<file path="src/rtl/hilo_pkg.sv">
// Shared definitions for the HI/LO multiply/divide unit: op codes, FSM
// encodings, divide special-case results and small sign helpers.
package hilo_pkg;

  localparam logic [2:0] MD_OP_MULT  = 3'd0;
  localparam logic [2:0] MD_OP_MULTU = 3'd1;
  localparam logic [2:0] MD_OP_DIV   = 3'd2;
  localparam logic [2:0] MD_OP_DIVU  = 3'd3;
  localparam logic [2:0] MD_OP_MADD  = 3'd4;
  localparam logic [2:0] MD_OP_MADDU = 3'd5;
  localparam logic [2:0] MD_OP_MSUB  = 3'd6;
  localparam logic [2:0] MD_OP_MSUBU = 3'd7;

  typedef enum logic [1:0] {
    ST_IDLE = 2'd0,
    ST_MUL  = 2'd1,
    ST_DIV  = 2'd2,
    ST_DONE = 2'd3
  } md_state_e;

  localparam logic [31:0] DIV0_QUO = 32'hFFFF_FFFF;
  localparam logic [31:0] OVF_QUO  = 32'h8000_0000;
  localparam logic [31:0] OVF_REM  = 32'h0000_0000;
  localparam logic [31:0] INT_MIN  = 32'h8000_0000;

  function automatic logic [31:0] abs32(input logic signed [31:0] v);
    return v[31] ? -v : v;
  endfunction

  function automatic logic [31:0] neg_if(input logic [31:0] v, input logic en);
    return en ? (~v + 32'd1) : v;
  endfunction

endpackage

</file>
<file path="src/rtl/hilo_div.sv">
// 32-iteration restoring divider working on magnitudes; sign fix-up and the
// divide-by-zero / INT_MIN / -1 special cases are applied on the outputs.
module hilo_div
  import hilo_pkg::*;
#(
  parameter int DIV_CYCLES = 32
) (
  input  logic        clk,
  input  logic        rst,
  input  logic        start,
  input  logic        cancel,
  input  logic        is_signed,
  input  logic [31:0] dividend,
  input  logic [31:0] divisor,
  output logic        last,
  output logic        done,
  output logic [31:0] quotient,
  output logic [31:0] remainder
);

  localparam int CNT_W = $clog2(DIV_CYCLES) + 1;

  logic             busy_r;
  logic [CNT_W-1:0] cnt;
  logic [31:0]      quo_p0, rem_p0, dvs_p0, dvd_p0;
  logic             neg_q_p0, neg_r_p0, dvz_p0, ovf_p0;
  logic [32:0]      shifted;
  logic             fits;
  logic [31:0]      step_quo, step_rem;
  logic             load;

  assign load = start && !busy_r;
  assign last = busy_r && (cnt == CNT_W'(DIV_CYCLES - 1));

  always_ff @(posedge clk or posedge rst) begin
    if (rst) begin
      busy_r <= 1'b0;
      cnt    <= '0;
      done   <= 1'b0;
    end else begin
      done <= 1'b0;
      if (cancel) begin
        busy_r <= 1'b0;
        cnt    <= '0;
      end else if (load) begin
        busy_r <= 1'b1;
        cnt    <= '0;
      end else if (busy_r) begin
        if (last) begin
          busy_r <= 1'b0;
          cnt    <= '0;
          done   <= 1'b1;
        end else begin
          cnt <= cnt + 1'b1;
        end
      end
    end
  end

  // One restoring step: shift the next dividend bit in, subtract if it fits.
  always_comb begin
    shifted  = {rem_p0, quo_p0[31]};
    fits     = shifted >= {1'b0, dvs_p0};
    step_rem = fits ? 32'(shifted - {1'b0, dvs_p0}) : shifted[31:0];
    step_quo = {quo_p0[30:0], fits};
  end

  always_ff @(posedge clk) begin
    if (load) begin
      quo_p0   <= is_signed ? abs32(dividend) : dividend;
      dvs_p0   <= is_signed ? abs32(divisor) : divisor;
      rem_p0   <= '0;
      dvd_p0   <= dividend;
      neg_q_p0 <= is_signed && (dividend[31] ^ divisor[31]);
      neg_r_p0 <= is_signed && dividend[31];
      dvz_p0   <= (divisor == 32'd0);
      ovf_p0   <= is_signed && (dividend == INT_MIN) && (divisor == 32'hFFFF_FFFF);
    end else if (busy_r) begin
      quo_p0 <= step_quo;
      rem_p0 <= step_rem;
    end
  end

  always_comb begin
    if (dvz_p0) begin
      quotient  = DIV0_QUO;
      remainder = dvd_p0;
    end else if (ovf_p0) begin
      quotient  = OVF_QUO;
      remainder = OVF_REM;
    end else begin
      quotient  = neg_if(quo_p0, neg_q_p0);
      remainder = neg_if(rem_p0, neg_r_p0);
    end
  end

endmodule

</file>
<file path="src/rtl/hilo_unit.sv">
// HI/LO register owner with multi-cycle multiply/divide and read bypass.
// Build option HILO_MADD_EN enables MADD/MADDU/MSUB/MSUBU on ops 4-7.
module hilo_unit
  import hilo_pkg::*;
#(
  parameter int MUL_CYCLES = 2,
  parameter int DIV_CYCLES = 32
) (
  input  logic        clk,
  input  logic        rst,
  input  logic        hilo_write_en,
  input  logic [31:0] hi_in,
  input  logic [31:0] lo_in,
  input  logic        md_start,
  input  logic [2:0]  md_op,
  input  logic [31:0] md_operand_1,
  input  logic [31:0] md_operand_2,
  input  logic        flush,
  output logic        md_busy,
  output logic        md_done,
  output logic [31:0] hi_out,
  output logic [31:0] lo_out
);

  md_state_e state, state_nxt;
  logic [2:0]  mul_cnt;
  logic [31:0] hi_r, lo_r;
  logic [2:0]  op_p0;
  logic [31:0] op1_p0, op2_p0;

  logic        op_is_mul, op_is_div, accept, start_mul, start_div;
  logic        commit, res_is_div, mul_signed;
  logic signed [32:0] mul_a, mul_b;
  logic [63:0] product, mul_res, md_result;
  logic        div_last, div_done;
  logic [31:0] div_quo, div_rem;

  always_comb begin
    op_is_div = (md_op == MD_OP_DIV) || (md_op == MD_OP_DIVU);
`ifdef HILO_MADD_EN
    op_is_mul = (md_op == MD_OP_MULT) || (md_op == MD_OP_MULTU) || md_op[2];
`else
    op_is_mul = (md_op == MD_OP_MULT) || (md_op == MD_OP_MULTU);
`endif
  end

  assign accept    = md_start && (state == ST_IDLE) && !flush;
  assign start_mul = accept && op_is_mul;
  assign start_div = accept && op_is_div;

  always_comb begin
    state_nxt = state;
    md_busy   = (state != ST_IDLE);
    md_done   = 1'b0;
    commit    = 1'b0;
    case (state)
      ST_IDLE: begin
        if (start_mul) begin
          if (MUL_CYCLES == 1) state_nxt = ST_DONE;
          else                 state_nxt = ST_MUL;
        end else if (start_div) begin
          state_nxt = ST_DIV;
        end
      end
      ST_MUL:  if (mul_cnt == 3'(MUL_CYCLES - 1)) state_nxt = ST_DONE;
      ST_DIV:  if (div_last) state_nxt = ST_DONE;
      ST_DONE: begin
        state_nxt = ST_IDLE;
        commit    = !flush && (!res_is_div || div_done);
        md_done   = commit;
      end
      default: state_nxt = ST_IDLE;
    endcase
    if (flush) state_nxt = ST_IDLE;
  end

  always_ff @(posedge clk or posedge rst) begin
    if (rst) begin
      state   <= ST_IDLE;
      mul_cnt <= '0;
    end else begin
      state <= state_nxt;
      if (state_nxt == ST_MUL) mul_cnt <= (state == ST_MUL) ? mul_cnt + 3'd1 : 3'd1;
      else                     mul_cnt <= '0;
    end
  end

  // Stage p0: operands latched in the start cycle
  always_ff @(posedge clk) begin
    if (accept) begin
      op_p0  <= md_op;
      op1_p0 <= md_operand_1;
      op2_p0 <= md_operand_2;
    end
  end

  assign res_is_div = (op_p0 == MD_OP_DIV) || (op_p0 == MD_OP_DIVU);

  always_comb begin
`ifdef HILO_MADD_EN
    mul_signed = (op_p0 == MD_OP_MULT) || (op_p0 == MD_OP_MADD) || (op_p0 == MD_OP_MSUB);
`else
    mul_signed = (op_p0 == MD_OP_MULT);
`endif
    mul_a   = {mul_signed & op1_p0[31], op1_p0};
    mul_b   = {mul_signed & op2_p0[31], op2_p0};
    product = 64'(mul_a * mul_b);
  end

`ifdef HILO_MADD_EN
  logic [63:0] hilo_base;

  // Accumulator is the bypassed HI/LO so a same-cycle MTHI/MTLO is folded in.
  always_comb begin
    hilo_base = hilo_write_en ? {hi_in, lo_in} : {hi_r, lo_r};
    case (op_p0)
      MD_OP_MADD, MD_OP_MADDU: mul_res = hilo_base + product;
      MD_OP_MSUB, MD_OP_MSUBU: mul_res = hilo_base - product;
      default:                 mul_res = product;
    endcase
  end
`else
  assign mul_res = product;
`endif

  assign md_result = res_is_div ? {div_rem, div_quo} : mul_res;

  hilo_div #(
    .DIV_CYCLES (DIV_CYCLES)
  ) u_div (
    .clk       (clk),
    .rst       (rst),
    .start     (start_div),
    .cancel    (flush),
    .is_signed (md_op == MD_OP_DIV),
    .dividend  (md_operand_1),
    .divisor   (md_operand_2),
    .last      (div_last),
    .done      (div_done),
    .quotient  (div_quo),
    .remainder (div_rem)
  );

  always_ff @(posedge clk or posedge rst) begin
    if (rst) begin
      hi_r <= '0;
      lo_r <= '0;
    end else if (commit) begin
      hi_r <= md_result[63:32];
      lo_r <= md_result[31:0];
    end else if (hilo_write_en) begin
      hi_r <= hi_in;
      lo_r <= lo_in;
    end
  end

  assign hi_out = commit ? md_result[63:32] : (hilo_write_en ? hi_in : hi_r);
  assign lo_out = commit ? md_result[31:0]  : (hilo_write_en ? lo_in : lo_r);

endmodule

</file>
<file path="config.mk">
export PLATFORM = sky130hd
export DESIGN_NAME = hilo_unit
export DESIGN_NICKNAME = d
export VERILOG_FILES = /design/src/rtl/hilo_pkg.sv /design/src/rtl/hilo_div.sv /design/src/rtl/hilo_unit.sv
export SDC_FILE = /design/constraint.sdc
export NUM_CORES = 2
export LEC_CHECK = 0
export CORE_MARGIN = 10
export CORE_UTILIZATION = 45
export CTS_BUF_LIST = sky130_fd_sc_hd__clkbuf_4 sky130_fd_sc_hd__clkbuf_8
export DETAILED_ROUTE_END_ITERATION = 10
export GPL_TIMING_DRIVEN = 0
export PLACE_DENSITY_LB_ADDON = 0.05
export SYNTH_ARGS = -nofsm -noshare
export SYNTH_HDL_FRONTEND = slang
export SYNTH_SLANG_ARGS = --single-unit
</file>
<file path="constraint.sdc">
create_clock -name clk -period 10.3 [get_ports clk]
set_input_delay 2.06 -clock clk [delete_from_list [all_inputs] [get_ports clk]]
set_output_delay 2.06 -clock clk [all_outputs]
set_load 0.05 [all_outputs]
</file>
# Word-level counts from Yosys, hierarchy flattened
# Cells that the tools add are included.
# word_totals
regBits	276
inputBits	136
output_inout_bits	66
elab_cells	109
# classes
add_sub_neg	7
multipliers	1
n_lt_le_gt_ge	1
n_eq_ne	13
n_mux	39
bitwise_logic	5
reduce_logical	25
# op_table
cell	n
two-way mux 32 bit	17
adder 32 x 1 -> 32 bit, second input constant	2
equality test 32 bit, second input constant	2
multiplier 33 x 33 -> 64 bit	1
two-way mux 64 bit	1
negation 32 bit	2
inverter 32 bit	2
>= comparator 33 x 32 -> 1 bit	1
zero test 32 bit	1
subtractor 32 bit	1
two-way mux 6 bit	4
equality test 3 x 2 -> 1 bit, second input constant	4
logical AND 1 bit	11
two-way mux 2 bit	5
two-way mux 1 bit	9
one-hot mux 2 bit (4 select lines)	1
adder 6 x 1 -> 6 bit, second input constant	1
equality test 3 x 1 -> 1 bit, second input constant	2
equality test 6 x 5 -> 1 bit, second input constant	1
zero test 3 bit	2
two-way mux 3 bit	2
equality test 2 x 1 -> 1 bit, second input constant	2
equality test 2 bit, second input constant	2
logical OR 1 bit	4
other kinds (7)	11

# Depth between registers and ports, before layout
# depth
depth_word	10
mapped_depth	30
mapped_depth_nobuf	28

# Cells and area by module
# A second synthesis with hierarchy kept.
# hier_totals
hier_cells	5847
hier_area_um2	53866.7
# modules_own_cells
mod	instances	cells_per_inst	area_per_inst_um2	seq_area_each_um2
hilo_unit	1	4688	43772.0	3738.6
hilo_div	1	1159	10094.7	3843.7

# Worst setup path before layout
# No wires, ideal clock.
# synth_path
path_kind	register to output
from	register op_p0[1]
to	output hi_out[29]
arrival_ns	8.885
required_ns	8.240
setup_slack_ns	-0.645
stages_incl_launch_ff	29
path_buffers	2
path_cell_list	edfxtp_1 > nor3_1 > and2_1 > clkbuf_1 > nand2_1 > inv_1 > fa_1 > inv_1 > fa_1 > inv_1 > fa_1 > fa_1 > inv_1 > fa_1 > inv_1 > fa_1 > inv_1 > fa_1 > fa_1 > inv_1 > ha_1 > clkbuf_1 > nand4_1 > nor2_1 > and2_1 > nand3_1 > or4b_2 > o221ai_1 > a2bb2oi_1
# synth_via
elab_chain_cells	7
word_cells_on_any_way	13
# synth_rtl
element	line	rtl
start, declared	hilo_unit.sv:28	logic [2:0] op_p0;
start signal, assigned	hilo_unit.sv:91	op_p0 <= md_op;
branches (longest 6 deep; another with multiplier 33 x 33 -> 64 bit)	--	
two-way mux 32 bit *	--	
end, declared	hilo_unit.sv:21	output logic [31:0] hi_out,
# Mark *: on every way between the ends.

# Worst setup path in the final report
# layout_path
from	register op2_p0[24]
to	output hi_out[26]
# layout_via
elab_chain_cells	3
# layout_rtl
element	line	rtl
start, declared	hilo_unit.sv:29	logic [31:0] op1_p0, op2_p0;
start signal, assigned	hilo_unit.sv:93	op2_p0 <= md_operand_2;
multiplier 33 x 33 -> 64 bit	hilo_unit.sv:107	product = 64'(mul_a * mul_b);
two-way mux 64 bit	hilo_unit.sv:126	assign md_result = res_is_div ? {div_rem, div_quo} : mul_res;
two-way mux 32 bit	--	
# Every way passes these cells.

==> flow_metrics.tcl <==
set metrics [dict create \
    rsz0062_at_grt "true" \
    place.gp.congestion 1.01 \
    fin_nets 7868 \
    pin_count 202 \
    ys_types 101 \
    grt_max_degree 47 \
    cp_common_cell "fa_1" \
    critPathBufInv 9 \
    num_vias 44683 \
    max_freq_mhz 89.2 \
    dp_hpwl_um 188000 \
    ys_seq_area_frac 0.141 \
    cts_sinks 276 \
    synth_area_leaders "fa_1 42%, edfxtp_1 9.3%, inv_1 8.3%" \
    track_usage 0.331 \
    failed_checks "negative setup slack" \
    cp_top_family "adder cells" \
    async_flop_share 0.279 \
    worstHoldStart "u_div.cnt[5]" \
    synth_compound_area_frac 0.0826 \
    hold_viol 0 \
    rows 126 \
    path_max_fanout 10 \
    critPathMaxStageDelay_ns 0.62 \
    fin_crit_ns 11.21 \
    relSlewSlack 0.0943 \
    crit_start "op2_p0[24]" \
    multi_input_area_um2 42800 \
    drt-met1-wl_um 91700 \
    clock_path_buffers 3 \
    synth_edf_count 167 \
    critical-path-slowest-cell "edfxtp_1" \
    die-area_um2 134000 \
    routed.top_layer "met5" \
    cts_root_buf "clkbuf_8" \
    hp-class "flop to flop" \
    ys_warn_count 0 \
    synth.most_common_cell "inv_1" \
    worstMarginPinSlew_ns 1.36 \
    numCtsBuffers 49 \
    path_clk_slew_ns 0.07 \
    report.final.slew_viol_count 0 \
    die_x_um 366 \
    timing.final.crit_share 1.09 \
    synth_xor_area_frac 0.0340 \
    timing.hold.ws_ns 0.477 \
    synth_mux_area_frac 0.0153 \
    synth_area_leader_cell "fa_1" \
    drt_first_iter_violations 4397 \
    ant_nets 0 \
    wirelength_um 226000 \
    grt_overflow 0 \
    avgViaCountPerCell 5.59 \
    die_y_um 366 \
    r2r-start "op2_p0[24]" \
    antenna_found_initial 10 \
    syn_avg_cell_area_um2 9.33 \
    synthSimpleGateAreaFrac 0.144 \
    reg2reg_slack_ns 1.75 \
    clock_skew_ns 0.0497 \
    grt_first_pass_wirelength_um 326000 \
    met2_length_um 101000 \
    post_route_cells_drive_above_1_share 0.175 \
    core_um2 119000 \
    synth_ff_type "edfxtp_1" \
    port_buffers 199 \
    worstPathArrival_ns 9.15 \
    setup_viol 32 \
    synth_fa_ha_area_frac 0.477 \
    start_util 0.455 \
    ctsHtreeMaxLevel 2 \
    synth_top_family_by_area "adder cells" \
    syn_nets 7292 \
    syn_inst 5778 \
    grt_pass1_vias 45957 \
    synth_top_area_share 0.418 \
    drc_errors 0 \
    hold_buffers 0 \
    status "finished, violations left" \
    end_kind "primary output" \
    syn-cell-area_um2 53900 \
    path_class "flop to primary output" \
    ff_latch_area_um2 7580 \
    avgRoutedWirePerCell_um 28.2 \
    crit_required_ns 8.24 \
    drv_cap 0 \
    insertion_delay_ns 0.66 \
    nFillCells 11015 \
    first_pass_iters 9 \
    synthTopCellsByCount "1,194 x inv_1, 1,126 x fa_1, 908 x nand2_1" \
    worst_slack_ns -0.908 \
    routed-wl-met3_um 20800 \
    yosys_register_bits 276 \
    cts_tree "yes" \
    cp-start-kind "flop" \
    area_delta_synth_final_pct 21.5 \
]
[per-layer routing]
layer  GRT usage  up-vias
li1            -    18950
met1       0.450    23093
met2       0.512     2162
met3      0.0689      468
met4       0.142       10
met5           0        -
[state kept, by name, indices dropped and copies added (netlist names), 2 cells and up]
name / cells
state: 2
op_p0: 3
u_div.dvd_p0: 32
u_div.dvs_p0: 32
lo_r: 32
op2_p0: 32
hi_r: 32
mul_cnt: 3
u_div.rem_p0: 32
u_div.quo_p0: 32
op1_p0: 32
u_div.cnt: 6
[cell usage in the layout, fill, tap and decap left out, types with 95 or more instances in the layout]
cell type	n
clkdlybuf4s50_1	150
nand2_1	884
xnor2_1	95
edfxtp_1	167
fa_1	1073
o21ai_0	149
inv_1	1141
a21oi_1	111
nor2_1	145
and2_1	301
buf_4	267
ha_1	219
[layout make-up]
| type | instances | area share |
|---|---|---|
| Buffer | 291 | 0.0331 |
| Antenna cell | 7 | 0.000267 |
| Inverter | 1195 | 0.0691 |
| Clock inverter | 16 | 0.00279 |
| Multi-Input combinational cell | 4002 | 0.653 |
| Timing Repair Buffer | 539 | 0.0814 |
| Tap cell | 1600 | 0.0306 |
| Sequential cell | 276 | 0.116 |
| Clock buffer | 73 | 0.0138 |
[repair_timing]
item	4_1_cts	5_1_grt
pin swaps	150	154
resized for setup	1002	321
cloned	0	1
setup buffers	228	108
endpoints found under the setup margin	53	49
[path summary, 6_finish.rpt]
path                                endpoint  cells past startpoint
min in group asynchronous       u_div.cnt[4]                      2
worst min-delay path            u_div.cnt[5]                      1
worst max register to register      hi_r[14]                     30
worst max-delay path              hi_out[26]                     28
worst min register to register  u_div.cnt[5]                      1
max in group asynchronous           lo_r[18]                      3
[kinds of logic after synthesis]
logic type	count (synthesis)
multiplexers	82
AND/OR/NAND/NOR	1650
XOR/XNOR	209
adder cells (fa/ha/maj)	1378
AO/OA/AOI/OAI	683
flip-flops	276
buffers and inverters	1500
[through the flow]
stage / std cells / util / worst slack (ns) / area (µm²) / setup TNS (ns)
5_1_grt: 7993 / 0.552 / -1.05 / 65500 / -23.66
3_3_place_gp: 7577 / 0.489 / -3.90 / 58000 / -222.73
2_1_floorplan: 5778 / - / 0.0167 / 54000 / 0
4_1_cts: 7891 / 0.537 / -0.877 / 63700 / -15.77
6_report: 7999 / 0.553 / -0.908 / 65500 / -18.32
3_5_place_dp: 7585 / 0.491 / -2.79 / 58200 / -77.73
Power is left out: the tool's default activity adds up to more than one toggle a clock period on the data nets, which glitch-free logic cannot reach.
